--- src/rtl/timer_pkg.sv ---
// Shared types and control-bit positions for the two-channel timer/counter.
package timer_pkg;

  typedef enum logic [1:0] {
    IDLE = 2'd0,
    RUN  = 2'd1,
    DONE = 2'd2
  } cnt_state_e;

  // Bit positions within a channel control word, shared with the register block.
  localparam int unsigned EN       = 0;
  localparam int unsigned RELOAD   = 1;
  localparam int unsigned COUNT_UP = 2;
  localparam int unsigned SRC      = 3;

endpackage

--- src/rtl/timer_channel.sv ---
// Single counter channel: enable-edge load, tick-driven up/down count,
// hit detection with reload or one-shot completion, registered match pulse.
module timer_channel
  import timer_pkg::*;
#(
  parameter int unsigned CNT_BW_p = 32
) (
  input  logic                clk,
  input  logic                rst_n,
  input  logic                en,
  input  logic                reload,
  input  logic                count_up,
  input  logic [CNT_BW_p-1:0] load_value,
  input  logic [CNT_BW_p-1:0] compare_value,
  input  logic                tick,
  output logic [CNT_BW_p-1:0] value,
  output logic                hit,
  output logic                match,
  output logic                done,
  output logic                run
);

  logic                en_prev_r;
  cnt_state_e          state_r;
  logic [CNT_BW_p-1:0] value_r;
  logic                match_r;
  logic                done_r;

  logic                start_s;
  logic                run_s;
  logic                hit_s;
  logic [CNT_BW_p-1:0] next_value_s;

  // Edge detect, run qualification, hit and next count value.
  always_comb begin
    start_s = en & ~en_prev_r;
    run_s   = en & (state_r == RUN) & ~start_s;
    hit_s   = run_s & tick & (value_r == compare_value);
    if (count_up) begin
      next_value_s = value_r + {{(CNT_BW_p-1){1'b0}}, 1'b1};
    end else begin
      next_value_s = value_r - {{(CNT_BW_p-1){1'b0}}, 1'b1};
    end
  end

  // Channel state, count value, done flag and match pulse.
  always_ff @(posedge clk or negedge rst_n) begin
    if (!rst_n) begin
      en_prev_r <= 1'b0;
      state_r   <= IDLE;
      value_r   <= {CNT_BW_p{1'b0}};
      match_r   <= 1'b0;
      done_r    <= 1'b0;
    end else begin
      en_prev_r <= en;
      match_r   <= hit_s;
      if (!en) begin
        state_r <= IDLE;
      end else if (start_s) begin
        state_r <= RUN;
        value_r <= load_value;
        done_r  <= 1'b0;
      end else if (hit_s) begin
        if (reload) begin
          value_r <= load_value;
        end else begin
          done_r  <= 1'b1;
          state_r <= DONE;
        end
      end else if (run_s && tick) begin
        value_r <= next_value_s;
      end
    end
  end

  assign value = value_r;
  assign hit   = hit_s;
  assign match = match_r;
  assign done  = done_r;
  assign run   = run_s;

endmodule

--- src/rtl/timer_counter_ctrl.sv ---
// Two-channel counting engine: channel-0 prescaler, channel-1 clock/cascade
// source select and sticky per-channel interrupts.
module timer_counter_ctrl
  import timer_pkg::*;
#(
  parameter int unsigned CNT_BW_p   = 32,
  parameter int unsigned PRESCALE_p = 1
) (
  input  logic                clk,
  input  logic                rst_n,
  input  logic                i_cnt0_en,
  input  logic                i_cnt0_reload,
  input  logic                i_cnt0_count_up,
  input  logic [CNT_BW_p-1:0] i_cnt0_load_value,
  input  logic [CNT_BW_p-1:0] i_cnt0_compare_value,
  input  logic                i_cnt1_en,
  input  logic                i_cnt1_reload,
  input  logic                i_cnt1_count_up,
  input  logic                i_cnt1_src,
  input  logic [CNT_BW_p-1:0] i_cnt1_load_value,
  input  logic [CNT_BW_p-1:0] i_cnt1_compare_value,
  input  logic [1:0]          i_irq_clr,
  output logic [CNT_BW_p-1:0] o_cnt0_value,
  output logic [CNT_BW_p-1:0] o_cnt1_value,
  output logic                o_cnt0_match,
  output logic                o_cnt1_match,
  output logic                o_cnt0_done,
  output logic                o_cnt1_done,
  output logic [1:0]          o_irq
);

  localparam int unsigned PSC_W = (PRESCALE_p > 1) ? $clog2(PRESCALE_p) : 1;
  localparam logic [PSC_W-1:0] PSC_LAST = PSC_W'(PRESCALE_p - 1);

  logic [PSC_W-1:0] presc_r;
  logic [1:0]       irq_r;

  logic tick0_s;
  logic tick1_s;
  logic hit0_s;
  logic hit1_s;
  logic run0_s;
  logic run1_s;

  // Channel tick generation: prescaled clock for ch0, clock or ch0 hit for ch1.
  always_comb begin
    tick0_s = (presc_r == PSC_LAST);
    if (i_cnt1_src) begin
      tick1_s = hit0_s;
    end else begin
      tick1_s = run1_s;
    end
  end

  // Prescaler idles at 0 outside RUN, so every enable edge restarts it cleanly.
  always_ff @(posedge clk or negedge rst_n) begin
    if (!rst_n) begin
      presc_r <= {PSC_W{1'b0}};
    end else if (run0_s && !tick0_s) begin
      presc_r <= presc_r + {{(PSC_W-1){1'b0}}, 1'b1};
    end else begin
      presc_r <= {PSC_W{1'b0}};
    end
  end

  // Sticky interrupts; a hit outranks a clear in the same cycle.
  always_ff @(posedge clk or negedge rst_n) begin
    if (!rst_n) begin
      irq_r <= 2'b00;
    end else begin
      irq_r <= {hit1_s, hit0_s} | (irq_r & ~i_irq_clr);
    end
  end

  timer_channel #(.CNT_BW_p(CNT_BW_p)) u_ch0 (
    .clk           (clk),
    .rst_n         (rst_n),
    .en            (i_cnt0_en),
    .reload        (i_cnt0_reload),
    .count_up      (i_cnt0_count_up),
    .load_value    (i_cnt0_load_value),
    .compare_value (i_cnt0_compare_value),
    .tick          (tick0_s),
    .value         (o_cnt0_value),
    .hit           (hit0_s),
    .match         (o_cnt0_match),
    .done          (o_cnt0_done),
    .run           (run0_s)
  );

  timer_channel #(.CNT_BW_p(CNT_BW_p)) u_ch1 (
    .clk           (clk),
    .rst_n         (rst_n),
    .en            (i_cnt1_en),
    .reload        (i_cnt1_reload),
    .count_up      (i_cnt1_count_up),
    .load_value    (i_cnt1_load_value),
    .compare_value (i_cnt1_compare_value),
    .tick          (tick1_s),
    .value         (o_cnt1_value),
    .hit           (hit1_s),
    .match         (o_cnt1_match),
    .done          (o_cnt1_done),
    .run           (run1_s)
  );

  assign o_irq = irq_r;

endmodule

--- config.mk ---
export PLATFORM = sky130hd
export DESIGN_NAME = timer_counter_ctrl
export DESIGN_NICKNAME = d
export VERILOG_FILES = /design/src/rtl/timer_pkg.sv /design/src/rtl/timer_channel.sv /design/src/rtl/timer_counter_ctrl.sv
export SDC_FILE = /design/constraint.sdc
export NUM_CORES = 1
export LEC_CHECK = 0
export BUFFER_PORTS_ARGS = -buffer_cell sky130_fd_sc_hd__buf_2
export CAP_MARGIN = 20
export CORE_MARGIN = 5
export CORE_UTILIZATION = 40
export CTS_BUF_LIST = sky130_fd_sc_hd__clkbuf_16
export DETAILED_ROUTE_END_ITERATION = 7
export GPL_TIMING_DRIVEN = 0
export PLACE_DENSITY = 0.74
export SLEW_MARGIN = 20
export SYNTH_ARGS = -nofsm -noshare
export SYNTH_HDL_FRONTEND = slang
export SYNTH_SLANG_ARGS = --single-unit
--- constraint.sdc ---
create_clock -name clk -period 7.44 [get_ports clk]
set_input_delay 1.488 -clock clk [delete_from_list [all_inputs] [get_ports clk]]
set_output_delay 1.488 -clock clk [all_outputs]
set_load 0.01 [all_outputs]
# [Yosys cells after proc, flatten, opt, wreduce, memory -nomap -nowiden]
# Index checks and enable logic that the tools add are counted.
[classes] addsub=5 n_eq_ne=12 mux=26 bitwise=18 n_reduce_logical=13
[ops] op="$mux W32" n=10
[ops] op="$add A32 B1 Y32 const B" n=2
[ops] op="$eq A32 B32 Y1" n=2
[ops] op="$sub A32 B1 Y32 const B" n=2
[ops] op="$mux W2" n=8
[ops] op="$ne A3 B2 Y1 const B" n=4
[ops] op="$reduce_and A3 Y1" n=4
[ops] op="$and A1 B1 Y1" n=10
[ops] op="$mux W1" n=8
[ops] op="$ne A3 B1 Y1 const B" n=2
[ops] op="$reduce_bool A3 Y1" n=2
[ops] op="$not A1 Y1" n=5
[ops] op="$eq A2 B1 Y1 const B" n=2
[ops] op="$ne A2 B1 Y1 const B" n=2
[ops] op="$reduce_and A2 Y1" n=2
[ops] op="$reduce_bool A2 Y1" n=2
[ops] op="$logic_and A1 B1 Y1" n=3
[ops] op="$and A2 B2 Y2" n=1
[ops] op="$not A2 Y2" n=1
[ops] op="$or A2 B2 Y2" n=1
[ops] op="$add A1 B1 Y1 const B" n=1
[word_totals] register_bits=77

# [Logic depth before layout (Yosys ltp)]
[logic_depth] word_depth=12 mapped_depth=12 ltp_nobuf=11

# [Modules after synthesis]
# A second synthesis with hierarchy kept.
[unflattened] hier_cells=912 area_unflattened_um2=7603.5
[modules_own_cells] module="timer_channel (u_ch1)" instances=1 cells_per_inst=471 area_per_inst_um2=3875.0 seq_area_each_um2=925.9
[modules_own_cells] module="timer_channel (u_ch0)" instances=1 cells_per_inst=431 area_per_inst_um2=3608.5 seq_area_each_um2=925.9
[modules_own_cells] module="timer_counter_ctrl" instances=1 cells_per_inst=10 area_per_inst_um2=120.1 seq_area_each_um2=75.1

# [Least setup slack after synthesis]
# No wires, ideal clock.
[synth_path] path_kind="input -> register" startpoint="input port i_cnt1_count_up" endpoint="register u_ch1.value_r[30], in the netlist u_ch1.value[30]" setup_time_ns=0.073 arrival_time_ns=4.474 required_ns=7.367 path_slack_ns=2.893 path_stages=11 path_buffers=0 path_cell_list="inv_1 ha_1 a41o_1 a21o_1 a22oi_1 a21boi_1 o41ai_4 a2111oi_0 o31ai_1 mux2_2 a21oi_2"
[synth_via] elab_chain_cells=4
[synth_rtl] element="start: declaration" line="timer_counter_ctrl.sv:18" source="input logic i_cnt1_count_up,"
[synth_rtl] element="$mux W32" line="timer_channel.sv:39" source="if (count_up) begin"
[synth_rtl] element="$mux W32" line="timer_channel.sv:70" source="end else if (run_s && tick) begin"
[synth_rtl] element="$mux W32" line="timer_channel.sv:63" source="end else if (hit_s) begin"
[synth_rtl] element="$mux W32" line="timer_channel.sv:59" source="end else if (start_s) begin"
[synth_rtl] element="end signal: assignment" line="timer_channel.sv:61" source="value_r <= load_value;"
[synth_rtl] element="end signal: assignment" line="timer_channel.sv:65" source="value_r <= load_value;"
[synth_rtl] element="end signal: assignment" line="timer_channel.sv:71" source="value_r <= next_value_s;"
[synth_rtl] element="end: declaration" line="timer_channel.sv:25" source="logic [CNT_BW_p-1:0] value_r;"
# No other way between the ends. The select of a mux whose other input is x is not followed.
# A chain may end at the register's enable or synchronous reset.

# [Worst setup path after layout]
# Same ends and word-level chain as after synthesis.

==> reports/metrics.yaml <==
h-tree-depth: 3
cts_root_buf: "clkbuf_16"
cts.clk_slew.worst_paths_ns: 0.06
syn_inst: 923
critical_path_class: "primary input to flop"
cp.required_ns: 7.72
hp-class: "flop to flop"
drive_above_1_share: 0.223
dieHeight_um: 147
worst-endpoint-arrival_ns: 5.07
skew_ns: 0.0101
leakage_nw: 4.46
viasPerCell: 5.79
fin_crit_ns: 4.79
p_per_area_mw_per_mm2: 395
post_cts_buffers: 0
instances_no_fill: 1383
final_area_mm2: 0.00927
finalHoldViolCount: 0
grt_usage: 0.235
slew_viol_final: 0
tightest_slew_ns: 0.731
multi_input_area_mm2: 0.00532
dp_cells: 1367
ios: 209
fmax_mhz: 209
async_flop_share: 1.00
wl_met3_mm: 1.92
cts.sinks: 77
ys.flop_type: "dfrtp_1"
path_cells: "buf_2 -> inv_1 -> ha_1 -> a41o_1 -> a21o_1 -> a22oi_1 -> a21boi_1 -> o41ai_4 -> a2111oi_0 -> o31ai_1 -> mux2_2 -> a21oi_2"
ys_seq_area_frac: 0.256
grt_pass1_vias: 7750
yosys.area.top_type: "dfrtp_1"
avgSynthCellArea_um2: 8.16
wl_met2_mm: 12.3
hold_ws_ns: 0.486
ir_drop_mv: 0.188
dr.first_iter.drc_count: 460
fp.dieW_um: 147
ys_types: 75
area_growth_pct: 23.1
worstSkewPairLatency_ns: 0.35
grt-ovfl-total: 0
ant_nets: 0
io_buffers: 208
ys_top_cells_by_area: "dfrtp_1 26%, ha_1 10%, xnor2_1 6.4%, nand2_1 5.1%, xor2_1 4.9%"
cpPeakStageDelay_ns: 0.53
cts_tree: "done"
cap_viol_max_count: 0
ys.warnings.count: 0
nFillCells: 1806
place_area_mm2: 0.00891
ys_ff_latch: 77
routed_wl_mm: 26.3
final-seq-area_mm2: 0.00193
synth_top_area_frac: 0.256
cts_buffers: 9
gp_congestion: 0.939
dr_total_vias: 8006
wire_per_inst_um: 19.0
highest_layer: "met5"
crit_slowest_cell: "inv_1"
end_kind: "flop"
synth_edf_count: 0
m1WireLength_mm: 11.4
netlist_area_mm2: 0.00753
grt_first_pass_wirelength_mm: 41.2
setup_tns_ns: 0
syn-num-nets: 1124
cts_buffer_depth: 2
num_rows: 50
dpl.hpwl_mm: 20.6
antennaDiodeCount: 0
period_share: 0.644
core_area_mm2: 0.0186
start_util: 0.404
drc: 0
status: "complete, no violations"
rsz0062_at_grt: "false"
antenna_found_initial: 1
grt_max_degree: 49
crit_fanout: 16
worstSetupStartpointType: "primary input"
ctsHoldBuffers: 0
die_area_mm2: 0.0217
nNetsFinal: 1345
setup_viol: 0
relSlewSlack: 0.509
drt_first_pass_iters: 5
post_cts_resized: 0
finalPower_w: 0.00366
-- synth_stat cells, types with 10 or more instances --
master,number
o21ai_0,46
nor3_1,22
o21a_1,10
mux2i_1,17
nand3_1,22
inv_1,29
xnor2_1,55
nor4_1,10
ha_1,60
nand4_1,21
dfrtp_1,77
nor2_1,70
xor2_1,42
clkbuf_1,27
nand2_1,102
a211oi_1,11
nor2b_1,10
a31oi_1,30
o211ai_1,13
a21o_1,39
a21oi_1,63
nand3b_1,13
-- flip-flops by register name, summed over array words and instances, names as in the netlist --
| name | cells |
|---|---|
| u_ch1.en_prev_r | 1 |
| u_ch0.value | 32 |
| u_ch1.done | 1 |
| u_ch1.value | 32 |
| u_ch0.en_prev_r | 1 |
| u_ch1.match | 1 |
| u_ch0.done | 1 |
| u_ch1.state_r | 2 |
| u_ch0.match | 1 |
| u_ch0.state_r | 2 |
| presc_r | 1 |
| o_irq | 2 |
-- critical path: cells and delay by family --
kind,cells,cell delay [ns]
AOI/OAI and AO/OA,8,2.09
buffers and inverters,2,0.67
adders and majority gates,1,0.42
muxes,1,0.38
-- final cells by class --
type / count / area share
Multi-Input combinational cell: 780 / 0.573
Sequential cell: 77 / 0.208
Timing Repair Buffer: 210 / 0.117
Tap cell: 234 / 0.0316
Clock buffer: 9 / 0.0243
Buffer: 37 / 0.0194
Clock inverter: 7 / 0.0150
Inverter: 29 / 0.0117
-- through the flow --
step	utilization	setup slack, ns
final	0.497	2.65
after detailed placement	0.478	2.35
after global placement	0.476	2.05
after floorplan	-	2.89
after CTS	0.497	2.72
after global routing	0.497	2.46
-- path summary, 6_finish.rpt --
check	startpoint	to	slack [ns]	depth (start not counted)
min reg2reg	u_ch0.done$_DFFE_PN0P_	u_ch0.done$_DFFE_PN0P_	0.49	1
max reg2reg	u_ch0.value[15]$_DFFE_PN0P_	u_ch0.value[23]$_DFFE_PN0P_	3.95	11
max in group asynchronous	rst_n	u_ch0.match$_DFF_PN0_	5.72	2
min	u_ch0.done$_DFFE_PN0P_	u_ch0.done$_DFFE_PN0P_	0.49	1
max	i_cnt1_count_up	u_ch1.value[30]$_DFFE_PN0P_	2.65	12
min in group asynchronous	rst_n	u_ch0.value[27]$_DFFE_PN0P_	1.09	1
-- power breakdown --
| group | switching [W] | internal [W] |
|---|---|---|
| sequential | 0.000261 | 0.000578 |
| clock | 0.000195 | 0.000361 |
| combinational | 0.00126 | 0.00101 |
| total | 0.00171 | 0.00194 |
-- layout by cell type (no fill, tap or decap), types with 27 or more instances in the layout --
cell	netlist	routed
buf_2	3	210
nand2_1	102	102
dfrtp_1	77	77
nor2_1	70	70
a21oi_1	63	63
ha_1	60	60
xnor2_1	55	55
o21ai_0	46	46
xor2_1	42	42
a21o_1	39	39
a31oi_1	30	30
inv_1	29	29
clkbuf_1	27	27
-- routing by layer --
metal  track usage  up-vias
met3        0.0361       49
met5             0        -
met2         0.390      326
met4        0.0755        2
li1              -     3842
met1         0.315     3787
-- cells by family (layout without fill, tap and decap cells) --
logic type,after synthesis,in the layout,share of synthesized area
AO/OA/AOI/OAI,287,287,0.256
XOR/XNOR,97,97,0.113
adder cells (fa/ha/maj),62,62,0.105
buffers and inverters,66,292,0.0384
flip-flops,77,77,0.256
multiplexers,23,23,0.0316
other,1,1,0.000498
AND/OR/NAND/NOR,310,310,0.200
Note: power is estimated with default switching activity, not from simulation.
